File: src/rtl/vert_ucode_quicksort_asm_if.sv
// rtl/vert_ucode_quicksort_asm_if.sv - instruction-in / program-store-out bundle for the ucode assembler
//
// Ports (signals):
//   in_vld/in_rdy + in_* fields : one mnemonic-level instruction per handshake
//   in_last                     : marks the final instruction of a program
//   wr_vld/wr_rdy               : program-store write handshake
//   wr_addr/wr_data             : program-store address and encoded instruction
// Modports:
//   master : instruction source and program-store sink (bench / boot sequencer)
//   slave  : the assembler itself
interface vert_ucode_quicksort_asm_if #(
    parameter int PC_W   = 8,
    parameter int INST_W = 16
);
    logic              in_vld;
    logic              in_rdy;
    logic [3:0]        in_op;
    logic [2:0]        in_dst;
    logic [2:0]        in_src0;
    logic [2:0]        in_src1;
    logic [2:0]        in_imm;
    logic [2:0]        in_special;
    logic [1:0]        in_cc;
    logic [7:0]        in_target;
    logic              in_use_imm;
    logic              in_wren;
    logic              in_last;
    logic              wr_vld;
    logic              wr_rdy;
    logic [PC_W-1:0]   wr_addr;
    logic [INST_W-1:0] wr_data;

    modport master (
        output in_vld, in_op, in_dst, in_src0, in_src1, in_imm, in_special,
               in_cc, in_target, in_use_imm, in_wren, in_last, wr_rdy,
        input  in_rdy, wr_vld, wr_addr, wr_data
    );

    modport slave (
        input  in_vld, in_op, in_dst, in_src0, in_src1, in_imm, in_special,
               in_cc, in_target, in_use_imm, in_wren, in_last, wr_rdy,
        output in_rdy, wr_vld, wr_addr, wr_data
    );
endinterface

File: src/rtl/vert_ucode_quicksort_asm.sv
// rtl/vert_ucode_quicksort_asm.sv - packs mnemonic instructions into 16-bit ucode words and streams them to the program store
//
// Ports:
//   clk, rst_n  : clock, synchronous active-low reset
//   start       : begin a program at start_addr (only honoured when idle)
//   start_addr  : first program-store address
//   bus         : slave side of the instruction-in / write-out bundle
//   busy        : a program is being loaded or flushed
//   done        : one-cycle pulse when the program has fully drained
//   err         : sticky illegal-op / address-overflow flag, cleared by start
//   prog_len    : words written to the store for the current program
module vert_ucode_quicksort_asm #(
    parameter int PC_W   = 8,
    parameter int INST_W = 16
) (
    input  logic                     clk,
    input  logic                     rst_n,
    input  logic                     start,
    input  logic [PC_W-1:0]          start_addr,
    vert_ucode_quicksort_asm_if.slave bus,
    output logic                     busy,
    output logic                     done,
    output logic                     err,
    output logic [PC_W:0]            prog_len
);

    typedef enum logic [1:0] {
        S_IDLE  = 2'd0,
        S_LOAD  = 2'd1,
        S_FLUSH = 2'd2
    } state_e;

    typedef enum logic [3:0] {
        OP_NOP  = 4'd0,
        OP_JCC  = 4'd1,
        OP_PUSH = 4'd2,
        OP_POP  = 4'd3,
        OP_LD   = 4'd4,
        OP_ST   = 4'd5,
        OP_MOV  = 4'd6,
        OP_MOVI = 4'd7,
        OP_MOVS = 4'd8,
        OP_ADD  = 4'd9,
        OP_SUB  = 4'd10,
        OP_CALL = 4'd11,
        OP_RET  = 4'd12,
        OP_EMIT = 4'd13,
        OP_WAIT = 4'd14
    } op_e;

    localparam logic [PC_W:0] ONE = {{PC_W{1'b0}}, 1'b1};

    state_e            state_q, state_d;
    // One extra bit so "every address already used" is visible as ptr_q[PC_W]
    // instead of silently wrapping to 0.
    logic [PC_W:0]     ptr_q, ptr_d;
    logic              wr_vld_q, wr_vld_d;
    logic [PC_W-1:0]   wr_addr_q, wr_addr_d;
    logic [INST_W-1:0] wr_data_q, wr_data_d;
    logic              err_q, err_d;
    logic [PC_W:0]     prog_len_q, prog_len_d;

    logic [INST_W-1:0] enc;
    logic              enc_illegal;
    logic              in_rdy;
    logic              accept;
    logic              wr_fire;

    // Encoder: every field not listed for an opcode stays zero, so stray
    // values on unused inputs never leak into the word.
    always_comb begin
        enc         = '0;
        enc_illegal = 1'b0;
        case (bus.in_op)
            OP_NOP:  enc = '0;
            OP_JCC:  enc = {4'b0001, 2'b00, bus.in_cc, bus.in_target};
            OP_PUSH: enc = {4'b0010, 1'b0, bus.in_dst, 8'h00};
            OP_POP:  enc = {4'b0010, 1'b1, bus.in_dst, 8'h00};
            OP_LD:   enc = {4'b0100, 1'b0, bus.in_dst, 1'b0, bus.in_src0, 4'h0};
            OP_ST:   enc = {4'b0100, 1'b1, bus.in_dst, 1'b0, bus.in_src0, 4'h0};
            OP_MOV:  enc = {4'b0110, 1'b0, bus.in_dst, 1'b0, bus.in_src0, 4'h0};
            OP_MOVI: enc = {4'b0110, 1'b1, bus.in_dst, 1'b0, 3'b000, 1'b0, bus.in_imm};
            OP_MOVS: enc = {4'b0110, 1'b1, bus.in_dst, 1'b1, bus.in_special, 4'h0};
            OP_ADD, OP_SUB: begin
                enc = {4'b0111, (bus.in_op == OP_SUB), bus.in_dst, bus.in_wren,
                       bus.in_src0, bus.in_use_imm,
                       (bus.in_use_imm ? bus.in_imm : bus.in_src1)};
            end
            OP_CALL: enc = {4'b1100, 1'b1, 3'b000, bus.in_target};
            OP_RET:  enc = 16'hC000;
            OP_EMIT: enc = 16'hF000;
            OP_WAIT: enc = 16'hF800;
            default: begin
                enc         = '0;
                enc_illegal = 1'b1;
            end
        endcase
    end

    // Ready depends only on state and the output register so a source may
    // wait for in_rdy before raising in_vld without a combinational loop.
    assign in_rdy  = (state_q == S_LOAD) && (!wr_vld_q || bus.wr_rdy);
    assign accept  = bus.in_vld && in_rdy;
    assign wr_fire = wr_vld_q && bus.wr_rdy;

    always_comb begin
        state_d    = state_q;
        ptr_d      = ptr_q;
        wr_vld_d   = wr_vld_q;
        wr_addr_d  = wr_addr_q;
        wr_data_d  = wr_data_q;
        err_d      = err_q;
        prog_len_d = prog_len_q;

        if (wr_fire) begin
            wr_vld_d   = 1'b0;
            prog_len_d = prog_len_q + ONE;
        end

        case (state_q)
            S_IDLE: begin
                if (start) begin
                    state_d    = S_LOAD;
                    ptr_d      = {1'b0, start_addr};
                    prog_len_d = '0;
                    err_d      = 1'b0;
                end
            end
            S_LOAD: begin
                if (accept) begin
                    if (ptr_q[PC_W]) begin
                        // Store exhausted: swallow the beat so the source
                        // can still drain up to its last instruction.
                        err_d = 1'b1;
                    end else begin
                        wr_vld_d  = 1'b1;
                        wr_addr_d = ptr_q[PC_W-1:0];
                        wr_data_d = enc;
                        ptr_d     = ptr_q + ONE;
                        if (enc_illegal) begin
                            err_d = 1'b1;
                        end
                    end
                    if (bus.in_last) begin
                        state_d = S_FLUSH;
                    end
                end
            end
            S_FLUSH: begin
                if (!wr_vld_q) begin
                    state_d = S_IDLE;
                end
            end
            default: state_d = S_IDLE;
        endcase
    end

    always_ff @(posedge clk) begin
        if (!rst_n) begin
            state_q    <= S_IDLE;
            ptr_q      <= '0;
            wr_vld_q   <= 1'b0;
            wr_addr_q  <= '0;
            wr_data_q  <= '0;
            err_q      <= 1'b0;
            prog_len_q <= '0;
        end else begin
            state_q    <= state_d;
            ptr_q      <= ptr_d;
            wr_vld_q   <= wr_vld_d;
            wr_addr_q  <= wr_addr_d;
            wr_data_q  <= wr_data_d;
            err_q      <= err_d;
            prog_len_q <= prog_len_d;
        end
    end

    assign bus.in_rdy  = in_rdy;
    assign bus.wr_vld  = wr_vld_q;
    assign bus.wr_addr = wr_addr_q;
    assign bus.wr_data = wr_data_q;

    assign busy     = (state_q != S_IDLE);
    // Completion is the single FLUSH cycle in which the output register is empty.
    assign done     = (state_q == S_FLUSH) && !wr_vld_q;
    assign err      = err_q;
    assign prog_len = prog_len_q;

endmodule

File: src/flat_wrapper.sv
// flat-port wrapper written by rule: the top's interface ports become plain ports
module vert_ucode_quicksort_asm_flat 
#(
    parameter int PC_W   = 8,
    parameter int INST_W = 16
)
  (clk, rst_n, start, start_addr, busy, done, err, prog_len, bus_in_vld, bus_in_op, bus_in_dst, bus_in_src0, bus_in_src1, bus_in_imm, bus_in_special, bus_in_cc, bus_in_target, bus_in_use_imm, bus_in_wren, bus_in_last, bus_wr_rdy, bus_in_rdy, bus_wr_vld, bus_wr_addr, bus_wr_data);
  vert_ucode_quicksort_asm_if #(.PC_W(PC_W), .INST_W(INST_W)) bus_i ();
  input  logic clk;
  input  logic rst_n;
  input  logic start;
  input  logic [PC_W-1:0] start_addr;
  output logic busy;
  output logic done;
  output logic err;
  output logic [PC_W:0] prog_len;
  input wire logic [$bits(bus_i.in_vld)-1:0] bus_in_vld;
  input wire logic [$bits(bus_i.in_op)-1:0] bus_in_op;
  input wire logic [$bits(bus_i.in_dst)-1:0] bus_in_dst;
  input wire logic [$bits(bus_i.in_src0)-1:0] bus_in_src0;
  input wire logic [$bits(bus_i.in_src1)-1:0] bus_in_src1;
  input wire logic [$bits(bus_i.in_imm)-1:0] bus_in_imm;
  input wire logic [$bits(bus_i.in_special)-1:0] bus_in_special;
  input wire logic [$bits(bus_i.in_cc)-1:0] bus_in_cc;
  input wire logic [$bits(bus_i.in_target)-1:0] bus_in_target;
  input wire logic [$bits(bus_i.in_use_imm)-1:0] bus_in_use_imm;
  input wire logic [$bits(bus_i.in_wren)-1:0] bus_in_wren;
  input wire logic [$bits(bus_i.in_last)-1:0] bus_in_last;
  input wire logic [$bits(bus_i.wr_rdy)-1:0] bus_wr_rdy;
  output wire logic [$bits(bus_i.in_rdy)-1:0] bus_in_rdy;
  output wire logic [$bits(bus_i.wr_vld)-1:0] bus_wr_vld;
  output wire logic [$bits(bus_i.wr_addr)-1:0] bus_wr_addr;
  output wire logic [$bits(bus_i.wr_data)-1:0] bus_wr_data;
  assign bus_i.in_vld = bus_in_vld;
  assign bus_i.in_op = bus_in_op;
  assign bus_i.in_dst = bus_in_dst;
  assign bus_i.in_src0 = bus_in_src0;
  assign bus_i.in_src1 = bus_in_src1;
  assign bus_i.in_imm = bus_in_imm;
  assign bus_i.in_special = bus_in_special;
  assign bus_i.in_cc = bus_in_cc;
  assign bus_i.in_target = bus_in_target;
  assign bus_i.in_use_imm = bus_in_use_imm;
  assign bus_i.in_wren = bus_in_wren;
  assign bus_i.in_last = bus_in_last;
  assign bus_i.wr_rdy = bus_wr_rdy;
  assign bus_in_rdy = bus_i.in_rdy;
  assign bus_wr_vld = bus_i.wr_vld;
  assign bus_wr_addr = bus_i.wr_addr;
  assign bus_wr_data = bus_i.wr_data;
  vert_ucode_quicksort_asm #(.PC_W(PC_W), .INST_W(INST_W)) u_core (.clk(clk), .rst_n(rst_n), .start(start), .start_addr(start_addr), .bus(bus_i), .busy(busy), .done(done), .err(err), .prog_len(prog_len));
endmodule
File: config.mk
export PLATFORM = sky130hd
export DESIGN_NAME = vert_ucode_quicksort_asm_flat
export DESIGN_NICKNAME = d
export VERILOG_FILES = /design/src/rtl/vert_ucode_quicksort_asm_if.sv /design/src/rtl/vert_ucode_quicksort_asm.sv /design/src/flat_wrapper.sv
export SDC_FILE = /design/constraint.sdc
export NUM_CORES = 1
export LEC_CHECK = 0
export BUFFER_PORTS_ARGS = -buffer_cell sky130_fd_sc_hd__buf_2
export CORE_ASPECT_RATIO = 0.7
export CORE_MARGIN = 2
export CORE_UTILIZATION = 35
export DETAILED_ROUTE_END_ITERATION = 12
export HOLD_SLACK_MARGIN = 0.12
export MAX_ROUTING_LAYER = met4
export SETUP_SLACK_MARGIN = 0.5
export SKIP_CTS_REPAIR_TIMING = 1
export SYNTH_ARGS = -nofsm -noshare
export SYNTH_HDL_FRONTEND = slang
export SYNTH_SLANG_ARGS = --single-unit
File: constraint.sdc
create_clock -name clk -period 3 [get_ports clk]
set_clock_uncertainty 0.15 [all_clocks]
set_input_delay 0.6 -clock clk [delete_from_list [all_inputs] [get_ports clk]]
set_output_delay 0.6 -clock clk [all_outputs]
set_load 0.02 [all_outputs]
Word-level counts from Yosys, hierarchy flattened
Index checks and enable logic that the tools add are counted.
{ "totals": {"inputBits": 45, "ff_bits": 46, "elab_cells": 73, "output_inout_bits": 38} }
{ "op_classes": {"addsub": 2, "bitwise": 1, "muxes": 23, "n_eq_ne": 22, "reduce_logical": 17} }
{ "ops": {"columns": ["cell", "n"], "rows": [
  ["$pmux 16 s13", 1],
  ["$mux 9", 6],
  ["$eq 4x4->1 const B", 7],
  ["$add 9x1->9 const B", 2],
  ["$pmux 9 s2", 1],
  ["$eq 4x3->1 const B", 4],
  ["$reduce_or 15->1", 1],
  ["$reduce_and 4->1", 3],
  ["$eq 4x2->1 const B", 2],
  ["$mux 1", 8],
  ["$mux 2", 4],
  ["$ne 2x2->1 const B", 4],
  ["$pmux 2 s3", 1],
  ["$reduce_and 3->1", 2],
  ["$eq 4x1->1 const B", 1],
  ["$logic_and 1x1->1", 4],
  ["$logic_not 4->1", 1],
  ["$reduce_bool 2->1", 2],
  ["$mux 3", 1],
  ["$ne 3x2->1 const B", 1],
  ["$eq 2x1->1 const B", 1],
  ["$eq 2x2->1 const B", 1],
  ["$logic_not 2->1", 1],
  ["$ne 2x1->1 const B", 1],
  ["5 further kinds", 5]
]} }

Logic depth before layout (Yosys ltp)
Gate-level depths: netlist of run 1.
{ "depth": {"word_depth": 6, "mapped_depth": 7, "ltp_nobuf": 5} }

Least setup slack after synthesis of run 1
No wires, ideal clock.
{ "synth_timing": {"kind": "register to output", "start": "register u_core.wr_vld_q, in the netlist u_core.bus.wr_vld", "end": "output port bus_in_rdy", "n_path_buf": 1, "t_arrival_ns": 1.297, "required_time_ns": 2.250, "path_stages_with_launch": 4, "slack_ns": 0.953, "path_cell_list": "dfxtp_1 > clkbuf_1 > nor2b_1 > nor2_1"} }
{ "synth_between": {"elab_chain_len": 3} }
{ "synth_rtl": {"columns": ["item", "line", "rtl"], "rows": [
  ["start: declaration", "vert_ucode_quicksort_asm.sv:57", "logic wr_vld_q, wr_vld_d;"],
  ["start signal: assignment", "vert_ucode_quicksort_asm.sv:170", "wr_vld_q <= wr_vld_d;"],
  ["$logic_not 1->1", "vert_ucode_quicksort_asm.sv:102", "assign in_rdy = (state_q == S_LOAD) && (!wr_vld_q || bus.wr_rdy);"],
  ["$logic_or 1x1->1", "vert_ucode_quicksort_asm.sv:102", null],
  ["$logic_and 1x1->1", "vert_ucode_quicksort_asm.sv:102", null],
  ["end: declaration", "flat_wrapper.sv:30", "output wire logic [$bits(bus_i.in_rdy)-1:0] bus_in_rdy;"]
]} }
No other way between the ends.

Worst setup path after layout of run 1
Ends and elaborated chain as after synthesis.

==> results of run 1 <==
## cell families (layout without fill, tap and decap cells)
logic type                 after synthesis  count (layout)  synth area share [%]
and+or+nand+nor                        135             135                  28.6
AOI/OAI and AO/OA                       83              83                  23.2
DFF                                     46              46                  36.7
buffers and inverters                   30             101                  5.48
xor gates and xnor gates                12              12                  4.19
adders and majority gates                3               3                  1.39
muxes                                    1               1                 0.448
## state kept, by name, summed over array words and instances, names as in the netlist
name,cells
u_core.state_q,2
u_core.bus.wr_data,16
u_core.bus.wr_addr,8
u_core.prog_len,9
u_core.bus.wr_vld,1
u_core.ptr_q,9
u_core.err,1
## layout by cell type (no fill, tap or decap), types with 3 or more instances in the layout
cell type and n:
xor2_1 9, nor4b_1 4, nand3b_1 10, and3_1 5, buf_4 5, a32oi_1 3, nand2_1 41, clkbuf_8 6
a221oi_1 10, a22oi_1 3, inv_1 7, nand3_1 19, a31oi_1 3, nand4_1 7, xnor2_1 3, a311oi_1 4
nor3_1 4, nor2b_1 4, buf_2 82, o21a_1 6, nand2b_1 5, dfxtp_1 46, nor2_1 19, o31ai_1 5
a21oi_1 29, o21ai_0 7
## final cells by class
type / count / area share, %
clock inverter: 1 / 0.976
timing repair buffer: 87 / 14.6
sequential: 46 / 29.9
clock buffer: 6 / 2.68
multi-input combinational: 234 / 47.2
inverter: 7 / 0.854
tap: 94 / 3.82
## critical path: stages, from the launching register on
cell     delay, ps
dfxtp_1        480
nor2b_1        490
nor2_1          80
buf_2          180
## metrics by stage
stage | cells | util, % | hold WS [ps]
2_1_floorplan | 310 | - | 308
3_3_place_gp | 468 | 43.3 | 291
3_5_place_dp | 468 | 43.3 | 295
4_1_cts | 475 | 44.9 | 306
5_1_grt | 475 | 44.9 | 331
6_report | 475 | 44.9 | 300
## report_power, final
group / leakage [nW] / internal (mW) / total (mW) / switching, mW
clock network: 0.0573 / 0.267 / 0.474 / 0.207
logic: 0.807 / 0.0930 / 0.233 / 0.140
registers: 0.373 / 0.631 / 0.654 / 0.0235
## per-layer routing
metal / part of all wire, % / GRT usage [%] / up-vias
met5: 0 / - / -
li1: - / - / 1285
met4: 0.37 / 3.70 / 0
met1: 50 / 24.7 / 1152
met3: 7.3 / 3.90 / 2
met2: 42 / 26.5 / 99
## worst max-delay path by stage
stage	to	slack, ps	depth (start not counted)
6_report	bus_in_rdy	730	3
2_1_floorplan	bus_in_rdy	950	3
5_1_grt	bus_in_rdy	570	3
3_5_place_dp	u_core.bus.wr_data[2]	630	5
4_1_cts	bus_in_rdy	690	3
3_3_place_gp	u_core.bus.wr_data[6]	780	5
==> results.ini, run 1 <==
[run_status]
status=complete, no violations

[synthesis]
synthTopCellsByArea=dfxtp_1 37%, nand2_1 6.1%, a21oi_1 5.8%
ys.flop_type=dfxtp_1
synthTopCellsByCount=46 x dfxtp_1, 41 x nand2_1, 29 x a21oi_1
syn_nets=357
ys_seq_area_share_pct=36.7
async_flop_share_pct=0
synth.most_common_cell=dfxtp_1
synth.avg_cell_area_um2=8.10
synthCells=310
synth_warnings=0
yosysTopAreaCell=dfxtp_1
synth_edf_count=0
synth_top_area_share_pct=36.7
yosysUniqueCellTypes=53
syn-cell-area_um2=2510
ys_seq_elements=46

[cts]
clockRootBuffer=clkbuf_8
clk_pin_slew_ps=80
clock_tree.buffer_depth=2
htreeDepth=2
cts_sinks=46
clk-insertion-delay-late_ps=300
cts_tree=yes
cts_made_buffers=5

[cells_and_area]
nNetsFinal=428
diodes=0
seqCellArea_um2=921
fin_area_um2=3080
area_growth_pct=22.6
fillCellCount=681
multi_input_area_um2=1450
drive_gt1_share_pct=27.3

[hold_path]
hp-class=reg2reg
hold_end=u_core.bus.wr_data[14]
hold-path-cell-count=2
min_from=u_core.bus.wr_data[14]

[floorplanning]
start_util_pct=36.7
fp-row-count=25
die_area_um2=7880
die_h_um=74.9
core_um2=6850
chipWidth_um=105
io_pins=83

[critical_path]
reg2reg_from=u_core.state_q[0]
rr_worst_depth=4
path_max_fanout=10
ff2ff_setup_slack_ps=840
crit_arrival_ps=1520
start_kind=flip-flop
crit_path_start=u_core.bus.wr_vld
timing_worst_setup_path_type=reg2out
r2r_end=u_core.bus.wr_data[2]
endpoint_kind=primary output
worstPathRequired_ps=2250

[timing]
slew_violations=0
rsz0062_at_grt=false
fmax_mhz=441
slew_headroom_pct=58.3
final_hold_viol_count=0
fin_ws_ps=732
setup_tns_ps=0
worst_pin_slew_ps=622
fin_crit_ps=2270
setup_viol=0
period_share_pct=75.6

[power_and_ir_drop]
leakagePower_nw=1.24
vdd_drop_max_uv=217
p_total_mw=1.36
power_density_nw_per_um2=442

[drt]
first_iter_violations=147
remaining_drc_errors=0
wl_per_cell_um=14.2
avgViaCountPerCell=5.34
num_vias=2538
drtAntennaViolNets=0
dr.pass1.iters=4
finalWirelength_mm=6.73

[grt]
grt_start_max_net_pins=33
antenna_found_initial=0
gr-total-overflow=0
grt_pass1_vias=2290
grt_pass1_wl_mm=11.0
grtUsageTotal_pct=17.8

[placement]
gp_congestion=0.837
io_buffer_count=82
detailedPlace.worstSlack_ps=631
place_area_um2=2970
dp.final_hpwl_mm=5.01

[flow_run]
maxCapViolations=0

(Power assumes the default switching activity.)
==> inputs of run 2 (changes only) <==
==> constraint.sdc (replaced) <==
create_clock -name clk -period 2.3 [get_ports clk]
set_clock_uncertainty 0.15 [all_clocks]
set_input_delay 0.46 -clock clk [delete_from_list [all_inputs] [get_ports clk]]
set_output_delay 0.46 -clock clk [all_outputs]
set_load 0.02 [all_outputs]
==> results.ini, run 2 (same netlist as run 1, synthesis figures left out) <==
[timing]
setup_viol=0  ; unchanged
setup_tns_ps=0  ; unchanged
fmax_mhz=551
fin_crit_ps=1820
worst_pin_slew_ps=622  ; -0.797 ps
rsz0062_at_grt=true
fin_ws_ps=484  ; -248 ps
slew_headroom_pct=58.5  ; +0.20 points
period_share_pct=79.0
slew_violations=0  ; unchanged
final_hold_viol_count=0  ; unchanged

[floorplanning]
start_util_pct=36.7  ; unchanged
die_h_um=74.9  ; unchanged
io_pins=83  ; unchanged
chipWidth_um=105  ; unchanged
fp-row-count=25  ; unchanged
core_um2=6850  ; unchanged
die_area_um2=7880  ; unchanged

[placement]
io_buffer_count=82  ; unchanged
gp_congestion=0.857  ; +2.4%
dp.final_hpwl_mm=5.25  ; +4.8%
detailedPlace.worstSlack_ps=290  ; -341 ps

[critical_path]
endpoint_kind=flip-flop
worstPathRequired_ps=2390  ; +140 ps
path_max_fanout=7  ; -3
start_kind=flip-flop
crit_arrival_ps=1910  ; +390 ps
timing_worst_setup_path_type=reg2reg

[power_and_ir_drop]
p_switching_uw=508  ; +37%
power.share.clock_pct=29.9  ; -4.9 points
leakagePower_nw=1.33  ; +7.1%
vdd_drop_max_uv=251  ; +16%
pwr-share-seq_pct=49.4  ; +1.3 points
switching_share_pct=29.4  ; +2.2 points
power_frac_comb_pct=20.7  ; +3.6 points
internal-power_mw=1.22  ; +23%
power_density_nw_per_um2=529  ; +20%

[cells_and_area]
drive_gt1_share_pct=33.5  ; +6.2 points
diodes=0  ; unchanged
nNetsFinal=440  ; +2.8%
fillCellCount=700  ; +2.8%
area_growth_pct=30.2
largest_reg_flops=16  ; unchanged
layout.cells.most_common_list=79 x buf_2, 43 x dfxtp_1, 41 x nand2_1, 28 x a21oi_1, 18 x nand3_1
multi_input_area_um2=1530  ; +5.1%
seqCellArea_um2=930  ; +0.95%
final_common_cell=buf_2

[drt]
num_vias=2593  ; +2.2%
dr.pass1.iters=5  ; +1
first_iter_violations=134  ; -8.8%
drtAntennaViolNets=0  ; unchanged
wl_per_cell_um=14.8  ; +4.5%
finalWirelength_mm=7.22  ; +7.4%
avgViaCountPerCell=5.31  ; -0.55%
remaining_drc_errors=0  ; unchanged

[cts]
cts_tree=yes
clockRootBuffer=clkbuf_8
clk_pin_slew_ps=90  ; about the same
cts_sinks=46  ; unchanged
clock_tree.buffer_depth=2  ; unchanged
clk-insertion-delay-late_ps=290  ; about the same
cts_made_buffers=5  ; unchanged
htreeDepth=2  ; unchanged

[grt]
grt_start_max_net_pins=33  ; unchanged
gr-total-overflow=0  ; unchanged
grt_pass1_wl_mm=11.4  ; +3.5%
grtUsageTotal_pct=18.5  ; +0.77 points
grt_pass1_vias=2259  ; -1.4%
antenna_found_initial=0  ; unchanged

[hold_path]
hp-class=in2reg

[run_status]
status=complete, no violations

[flow_run]
maxCapViolations=0  ; unchanged

[run 2: cell count changes in the layout (fill, tap and decap cells not counted), moves of 2 or more]
cell,before,now
buf_4,5,12
buf_2,82,79
dfxtp_1,46,43
nor2_1,19,16
a221oi_1,10,8
a221oi_2,0,2
buf_6,0,2
clkbuf_2,0,2
clkbuf_4,0,2
dfxtp_4,0,2
nor2_4,0,2
[run 2: area by class of cell]
cell class,instances,share of cell area (%)
clock buffer,7,2.64
clock inverter,1,0.153
inverter,7,0.804
multi-input combinational,234,46.7
sequential,46,28.4
tap,94,3.60
timing repair buffer,99,17.7
[run 2: worst paths after layout]
check,startpoint,end,slack (ps),depth (start not counted)
worst min register to register,u_core.err,u_core.err,300,2
worst min-delay path,start_addr[5],u_core.ptr_q[5],280,3
worst max-delay path,u_core.state_q[0],u_core.ptr_q[4],480,5
worst max register to register,u_core.state_q[0],u_core.ptr_q[4],480,5
[run 2: power groups by stage]
stage | Clock, mW | Combinational (mW) | Sequential [mW]
2_1_floorplan | 0 | 0.199 | 0.875
4_1_cts | 0.530 | 0.315 | 0.853
3_5_place_dp | 0 | 0.314 | 0.872
5_1_grt | 0.568 | 0.394 | 0.858
6_report | 0.517 | 0.358 | 0.855
3_3_place_gp | 0 | 0.311 | 0.872
[run 2: routing by layer]
layer	up-vias	GRT usage, %	part of all wire, %
met2	62	26.2	41
met5	-	-	0
li1	1312	-	-
met1	1217	27.3	54
met3	2	3.72	4.8
met4	0	3.11	0.29
[run 2: per-stage QoR]
stage                     cell area, um2  power [mW]  util, %  std cells  hold WS (ps)
after global routing                3270        1.82     47.7        488           289
after floorplan                     2510        1.07        -        310           308
after global placement              3000        1.18     43.8        471           291
after CTS                           3090        1.70     45.2        479           280
after detailed placement            3000        1.19     43.8        471           288
final                               3270        1.73     47.7        488           284
[run 2: critical path, stage by stage (launching register included)]
cell	delay, ps
dfxtp_4	380
or3b_4	420
buf_4	180
or3_1	370
a21oi_2	140
o21a_1	120
